**src/rtl/seven_seg_pkg.sv**
```systemverilog
// Shared constants for the seven-segment scan driver: segment patterns,
// hex decode table and legal parameter bounds.
package seven_seg_pkg;

   localparam int unsigned SEG_W            = 7;
   localparam int unsigned HEX_W            = 4;
   localparam int unsigned BRIGHT_W         = 4;
   localparam int unsigned PWM_LEVELS       = 16;

   localparam int unsigned MIN_DIGITS       = 1;
   localparam int unsigned MAX_DIGITS       = 8;
   localparam int unsigned MIN_DEAD_CYCLES  = 1;
   localparam int unsigned MIN_ACTIVE_SPAN  = PWM_LEVELS;

   localparam logic [SEG_W-1:0]    SEG_BLANK   = 7'h7F;
   localparam logic [BRIGHT_W-1:0] BRIGHT_OFF  = 4'h0;
   localparam logic [BRIGHT_W-1:0] BRIGHT_FULL = 4'hF;

   // Active-low {a,b,c,d,e,f,g} pattern for one hex nibble.
   function automatic logic [SEG_W-1:0] hex_to_seg(input logic [HEX_W-1:0] hex);
      logic [SEG_W-1:0] seg;
      seg = SEG_BLANK;
      case (hex)
         4'h0: seg = 7'b0000001;
         4'h1: seg = 7'b1001111;
         4'h2: seg = 7'b0010010;
         4'h3: seg = 7'b0000110;
         4'h4: seg = 7'b1001100;
         4'h5: seg = 7'b0100100;
         4'h6: seg = 7'b0100000;
         4'h7: seg = 7'b0001111;
         4'h8: seg = 7'b0000000;
         4'h9: seg = 7'b0001100;
         4'hA: seg = 7'b0001000;
         4'hB: seg = 7'b1100000;
         4'hC: seg = 7'b0110001;
         4'hD: seg = 7'b1000010;
         4'hE: seg = 7'b0110000;
         4'hF: seg = 7'b0111000;
         default: seg = SEG_BLANK;
      endcase
      return seg;
   endfunction

endpackage

```
**src/rtl/seven_seg_decode.sv**
```systemverilog
// Combinational hex nibble to active-low seven-segment decoder.
module seven_seg_decode
   import seven_seg_pkg::*;
(
   input  logic [HEX_W-1:0] i_hex,
   output logic [SEG_W-1:0] o_seg_c
);

   assign o_seg_c = hex_to_seg(i_hex);

endmodule

```
**src/rtl/seven_seg_scan.sv**
```systemverilog
// Time-multiplexed seven-segment scanner: per-frame snapshot, dead-time
// blanking between digits, 16-level PWM brightness and per-digit enables.
module seven_seg_scan
   import seven_seg_pkg::*;
#(
   parameter int unsigned NUM_DIGITS     = 2,
   parameter int unsigned SLOT_CYCLES    = 24000,
   parameter int unsigned DEAD_CYCLES    = 240,
   parameter bit          SEL_ACTIVE_LOW = 1'b0
) (
   input  logic                    clk,
   input  logic                    reset,
   input  logic [4*NUM_DIGITS-1:0] digits,
   input  logic [NUM_DIGITS-1:0]   digit_en,
   input  logic [BRIGHT_W-1:0]     brightness,
   output logic [SEG_W-1:0]        seg,
   output logic [NUM_DIGITS-1:0]   select,
   output logic                    frame_start
);

   localparam int unsigned CNT_W = $clog2(SLOT_CYCLES);
   localparam int unsigned IDX_W = (NUM_DIGITS > 1) ? $clog2(NUM_DIGITS) : 1;

   localparam logic [CNT_W-1:0]      CNT_LAST = CNT_W'(SLOT_CYCLES - 1);
   localparam logic [CNT_W-1:0]      DEAD_END = CNT_W'(DEAD_CYCLES);
   localparam logic [IDX_W-1:0]      IDX_LAST = IDX_W'(NUM_DIGITS - 1);
   localparam logic [NUM_DIGITS-1:0] SEL_IDLE = {NUM_DIGITS{SEL_ACTIVE_LOW}};

   logic [CNT_W-1:0]        r_cnt;
   logic [IDX_W-1:0]        r_idx;
   logic [4*NUM_DIGITS-1:0] r_snap_digits;
   logic [NUM_DIGITS-1:0]   r_snap_en;
   logic [SEG_W-1:0]        r_seg;
   logic [NUM_DIGITS-1:0]   r_select;
   logic                    r_frame_start;

   logic [CNT_W-1:0]        w_cnt_nxt;
   logic [IDX_W-1:0]        w_idx_nxt;
   logic                    w_slot_end;
   logic                    w_frame_load;
   logic [HEX_W-1:0]        w_cur_hex;
   logic                    w_cur_en;
   logic [NUM_DIGITS-1:0]   w_onehot;
   logic                    w_pwm_on;
   logic                    w_dead;
   logic                    w_lit;
   logic [SEG_W-1:0]        w_dec_seg;

   // Slot counter and digit index sequencing.
   always_comb begin
      w_slot_end   = (r_cnt == CNT_LAST);
      w_cnt_nxt    = w_slot_end ? '0 : r_cnt + CNT_W'(1);
      w_idx_nxt    = r_idx;
      w_frame_load = (r_cnt == '0) && (r_idx == '0);
      if (w_slot_end) begin
         w_idx_nxt = (r_idx == IDX_LAST) ? '0 : r_idx + IDX_W'(1);
      end
   end

   // Pick the current digit's nibble, enable and select bit from the snapshot.
   always_comb begin
      w_cur_hex = '0;
      w_cur_en  = 1'b0;
      w_onehot  = '0;
      for (int i = 0; i < NUM_DIGITS; i++) begin
         if (r_idx == IDX_W'(i)) begin
            w_cur_hex   = r_snap_digits[4*i +: 4];
            w_cur_en    = r_snap_en[i];
            w_onehot[i] = 1'b1;
         end
      end
   end

   // Brightness is live; full and off are forced so level 15 never drops a cycle.
   always_comb begin
      w_pwm_on = 1'b0;
      if (brightness == BRIGHT_FULL) begin
         w_pwm_on = 1'b1;
      end else if (brightness != BRIGHT_OFF) begin
         w_pwm_on = (r_cnt[3:0] < brightness);
      end
      w_dead = (r_cnt < DEAD_END);
      w_lit  = !w_dead && w_cur_en && w_pwm_on;
   end

   seven_seg_decode u_decode (
      .i_hex   (w_cur_hex),
      .o_seg_c (w_dec_seg)
   );

   always_ff @(posedge clk or negedge reset) begin
      if (!reset) begin
         r_cnt         <= '0;
         r_idx         <= '0;
         r_snap_digits <= '0;
         r_snap_en     <= '0;
      end else begin
         r_cnt <= w_cnt_nxt;
         r_idx <= w_idx_nxt;
         if (w_frame_load) begin
            r_snap_digits <= digits;
            r_snap_en     <= digit_en;
         end
      end
   end

   // Pin registers reflect the pre-edge (cnt, idx) state.
   always_ff @(posedge clk or negedge reset) begin
      if (!reset) begin
         r_seg         <= SEG_BLANK;
         r_select      <= SEL_IDLE;
         r_frame_start <= 1'b0;
      end else begin
         r_seg         <= w_lit ? w_dec_seg : SEG_BLANK;
         r_select      <= w_lit ? (w_onehot ^ SEL_IDLE) : SEL_IDLE;
         r_frame_start <= w_frame_load;
      end
   end

   assign seg         = r_seg;
   assign select      = r_select;
   assign frame_start = r_frame_start;

endmodule

```
**config.mk**
```make
export PLATFORM = sky130hd
export DESIGN_NAME = seven_seg_scan
export DESIGN_NICKNAME = d
export VERILOG_FILES = /design/src/rtl/seven_seg_pkg.sv /design/src/rtl/seven_seg_decode.sv /design/src/rtl/seven_seg_scan.sv
export SDC_FILE = /design/constraint.sdc
export NUM_CORES = 1
export LEC_CHECK = 0
export CORE_MARGIN = 4
export CORE_UTILIZATION = 49
export CTS_BUF_LIST = sky130_fd_sc_hd__clkbuf_8 sky130_fd_sc_hd__clkbuf_16
export CTS_CLUSTER_SIZE = 12
export DETAILED_ROUTE_END_ITERATION = 6
export GPL_TIMING_DRIVEN = 0
export PLACE_DENSITY = 0.78
export SYNTH_ARGS = -nofsm -noshare
export SYNTH_HDL_FRONTEND = slang
export SYNTH_HIERARCHICAL = 1
export SYNTH_SLANG_ARGS = --single-unit
```
**constraint.sdc**
```tcl
create_clock -name clk -period 1.7 [get_ports clk]
set_input_delay 0.34 -clock clk [delete_from_list [all_inputs] [get_ports clk]]
set_output_delay 0.34 -clock clk [all_outputs]
set_load 0.05 [all_outputs]
```
==> summary.txt <==
Reg power frac -> 0.479
Standard-cell rows -> 22
Vias in the first global route -> 1481
CP required -> 1.94 ns
Final nets -> 263
Final slew viol count -> 0
Worst setup path end -> seg[6]
Total CTS buffers -> 5
Status -> complete, but fails checks
Internal -> 1.409 mW
Root buffer cell -> clkbuf_8
Largest net degree at the start of global routing -> 37
Layout area overhead -> 36.92%
Worst r2r src -> r_idx
Clock latency on the worst-skew pair -> 0.30 ns
Violated checks -> setup timing
GP Congestion -> 0.8245
Total Power -> 1.831 mW
PortBufs -> 25
Ys async rst share -> 1.000
Ant. Diodes -> 0
Syn Inst Count -> 190
Clk pwr share -> 0.410
Combinational share of power -> 0.110
Crit path time final -> 1.783 ns
Switching Share -> 0.2304
Core Area -> 3771 um2
Worst-case reg-to-reg path depth -> 9
Avg Cell Area, Syn -> 10.42 um2
Die width -> 71.56 um
Routed via count -> 1585
First-pass GRT wire length -> 6.872 mm
Synth warn -> 6
Leak -> 1.251 nW
CTS H-tree lvls -> 2
DIE HEIGHT -> 71.56 um
Syn Std Cell Area -> 1979 um2
Yosys reg bits -> 36
Clock Sinks -> 36
Max cap viols -> 0
Number of synthesized flops with an enable pin -> 0
Synthesized Nets -> 217
Critical Path Source -> r_idx
FF-to-FF setup slack -> -0.08 ns
DP Wirelength -> 2.681 mm
Cell variety after synth -> 35
Final WS setup -> -0.08314 ns
Final Skew -> 0.008849 ns
Post-route insts no fill -> 285
Post-Place Setup Slack -> -0.6169 ns
DRC -> 0
Slew margin rel. -> 0.4907
CP Max Fanout -> 8
RSZ-0062 raised after global routing -> true
Tcrit/Tclk final -> 1.049
Top FF cell, synth -> dfrtp_1
Fmax -> 0.5608 GHz
Endpoint type of the worst setup path -> flip-flop
Final Util -> 0.7186
DR iter-0 viols -> 51
Number of antenna violations at the first check in global routing -> 0
Gr ovfl total -> 0
Worst Tran Pin Value -> 0.7639 ns
Post-placement cell count -> 263
Setup crit start kind -> flip-flop
Routed Wire Length -> 4.629 mm
Wire length per cell -> 16.24 um
CTS clk-pin slew, worst paths -> 0.08 ns
Net switching power -> 0.4220 mW
PD cells -> 675.8 nW/um2
Clock Path Buffers -> 2
Worst reg2reg endpoint -> seg[6]
Cts hold-fix bufs -> 0
Worst Path Arrival -> 2.03 ns
Register area share after synthesis -> 0.4595
Tot GR Track Use -> 0.1738
Via density -> 5.561
Final setup viols -> 11
Routed Antenna Nets -> 0
Die ar. -> 5120 um2
Max VDD drop -> 0.4697 mV
Layout cells sized above 1 -> 0.3629
CTS tree -> built
Critical path class -> flip-flop to flip-flop
Final hold slack -> 0.1159 ns
Initial core utilization -> 0.5249
Initial DRT Pass Iterations -> 4
Final hold violation count -> 0
Hold Path Class -> input pin to async pin
I/O pin cnt -> 26
-- layout make-up --
type                       count  area [um2]
multi-input combinational    137        1151
inverter                      11       46.29
buffer                         6       56.30
tap                           48       60.06
fill                         254        1061
clock inverter                 3       42.54
timing repair buffer          39       370.4
sequential                    36       914.6
clock buffer                   5       68.82
-- through the flow --
| step | area [um2] | setup TNS [ns] |
|---|---|---|
| floorplan | 1998 | 0 |
| global placement | 2308 | -18.63 |
| detailed placement | 2303 | -5.550 |
| CTS | 2480 | -0.1019 |
| global route | 2710 | -1.271 |
| finish | 2710 | -0.2683 |
-- logic make-up after synthesis --
group | Yosys count | synth area share
compound gates | 18 | 0.05879
xor+xnor | 13 | 0.05752
fa+ha+maj | 11 | 0.06953
buf+inv | 17 | 0.04488
flops | 36 | 0.4595
mux | 17 | 0.1150
simple gates | 78 | 0.1947
-- how the worst min path moves through the flow --
stage / start / endpoint / slack (ns) / cells after the start
4_1_cts: reset / r_cnt[7] / 0.14 / 1
6_report: reset / r_cnt[1] / 0.12 / 1
3_5_place_dp: reset / r_cnt[0] / 0.46 / 1
5_1_grt: reset / r_cnt[6] / 0.17 / 1
2_1_floorplan: reset / frame_start / 0.04 / 0
3_3_place_gp: r_snap_en[1] / r_snap_en[1] / 0.49 / 1
-- routing by layer --
metal  track usage  wire, um  vias to the layer above
met3       0.05189       326                       16
met1        0.2253      1837                      759
met2        0.2653      2290                       64
li1              -         -                      746
met4       0.08351       174                        0
met5             0         0                        -
-- state kept, by name, indices dropped and copies added (netlist names) --
name,flops
r_idx,1
seg,7
r_snap_digits,8
select,2
frame_start,1
r_snap_en,2
r_cnt,15
-- power groups by stage --
stage	clock network, mW	registers (mW)	logic [mW]
after detailed placement	0	0.892	0.157
final	0.752	0.877	0.202
after floorplan	0	0.889	0.0891
after global routing	0.813	0.878	0.222
after global placement	0	0.891	0.154
after CTS	0.765	0.876	0.173
-- repair_timing --
item                                    4_1_cts  5_1_grt
endpoints found under the setup margin       29       33
resized for setup                            25       34
buffers inserted                              4        8
pin swaps                                     4        7
cloned                                        0        2
-- critical path, cell delays in order (launching register included) --
cell	delay, ns
dfrtp_1	0.38
buf_6	0.15
mux2_4	0.34
inv_4	0.08
ha_4	0.16
nor2b_4	0.05
or3b_4	0.38
o31ai_4	0.06
nor2_1	0.07
nand3_1	0.06
-- cell usage after synthesis, drive strengths merged (3+ instances only) --
cell type   n  share of area
xnor2      10          0.044
nand3      18          0.048
nor3        5          0.013
nor2b       3         0.0095
inv        11          0.021
buf         6          0.024
nand4       3         0.0095
a21oi       4          0.010
nand2       8          0.015
xor2        3          0.013
nor4        4          0.013
dfstp       7          0.093
and3        5          0.016
o21ai       8          0.020
dfrtp      29           0.37
nor2       28          0.053
mux2       16           0.11
ha         11          0.070
-- cells in the final DEF (no fill, tap or decap), types with 5 or more instances in the layout --
| cell type | synthesis | routed |
|---|---|---|
| inv_1 | 10 | 7 |
| ha_4 | 0 | 5 |
| clkbuf_8 | 0 | 5 |
| and3_1 | 5 | 5 |
| dfstp_2 | 7 | 7 |
| dfrtp_1 | 29 | 25 |
| clkdlybuf4s15_1 | 0 | 5 |
| nor2_1 | 28 | 27 |
| nand3_1 | 17 | 16 |
| mux2_4 | 10 | 12 |
| xnor2_1 | 10 | 10 |
| buf_4 | 2 | 13 |
| nand2_1 | 8 | 7 |
| clkdlybuf4s50_1 | 0 | 11 |
| dlygate4sd2_1 | 0 | 5 |
No activity file was read; power rests on OpenSTA's default activity.
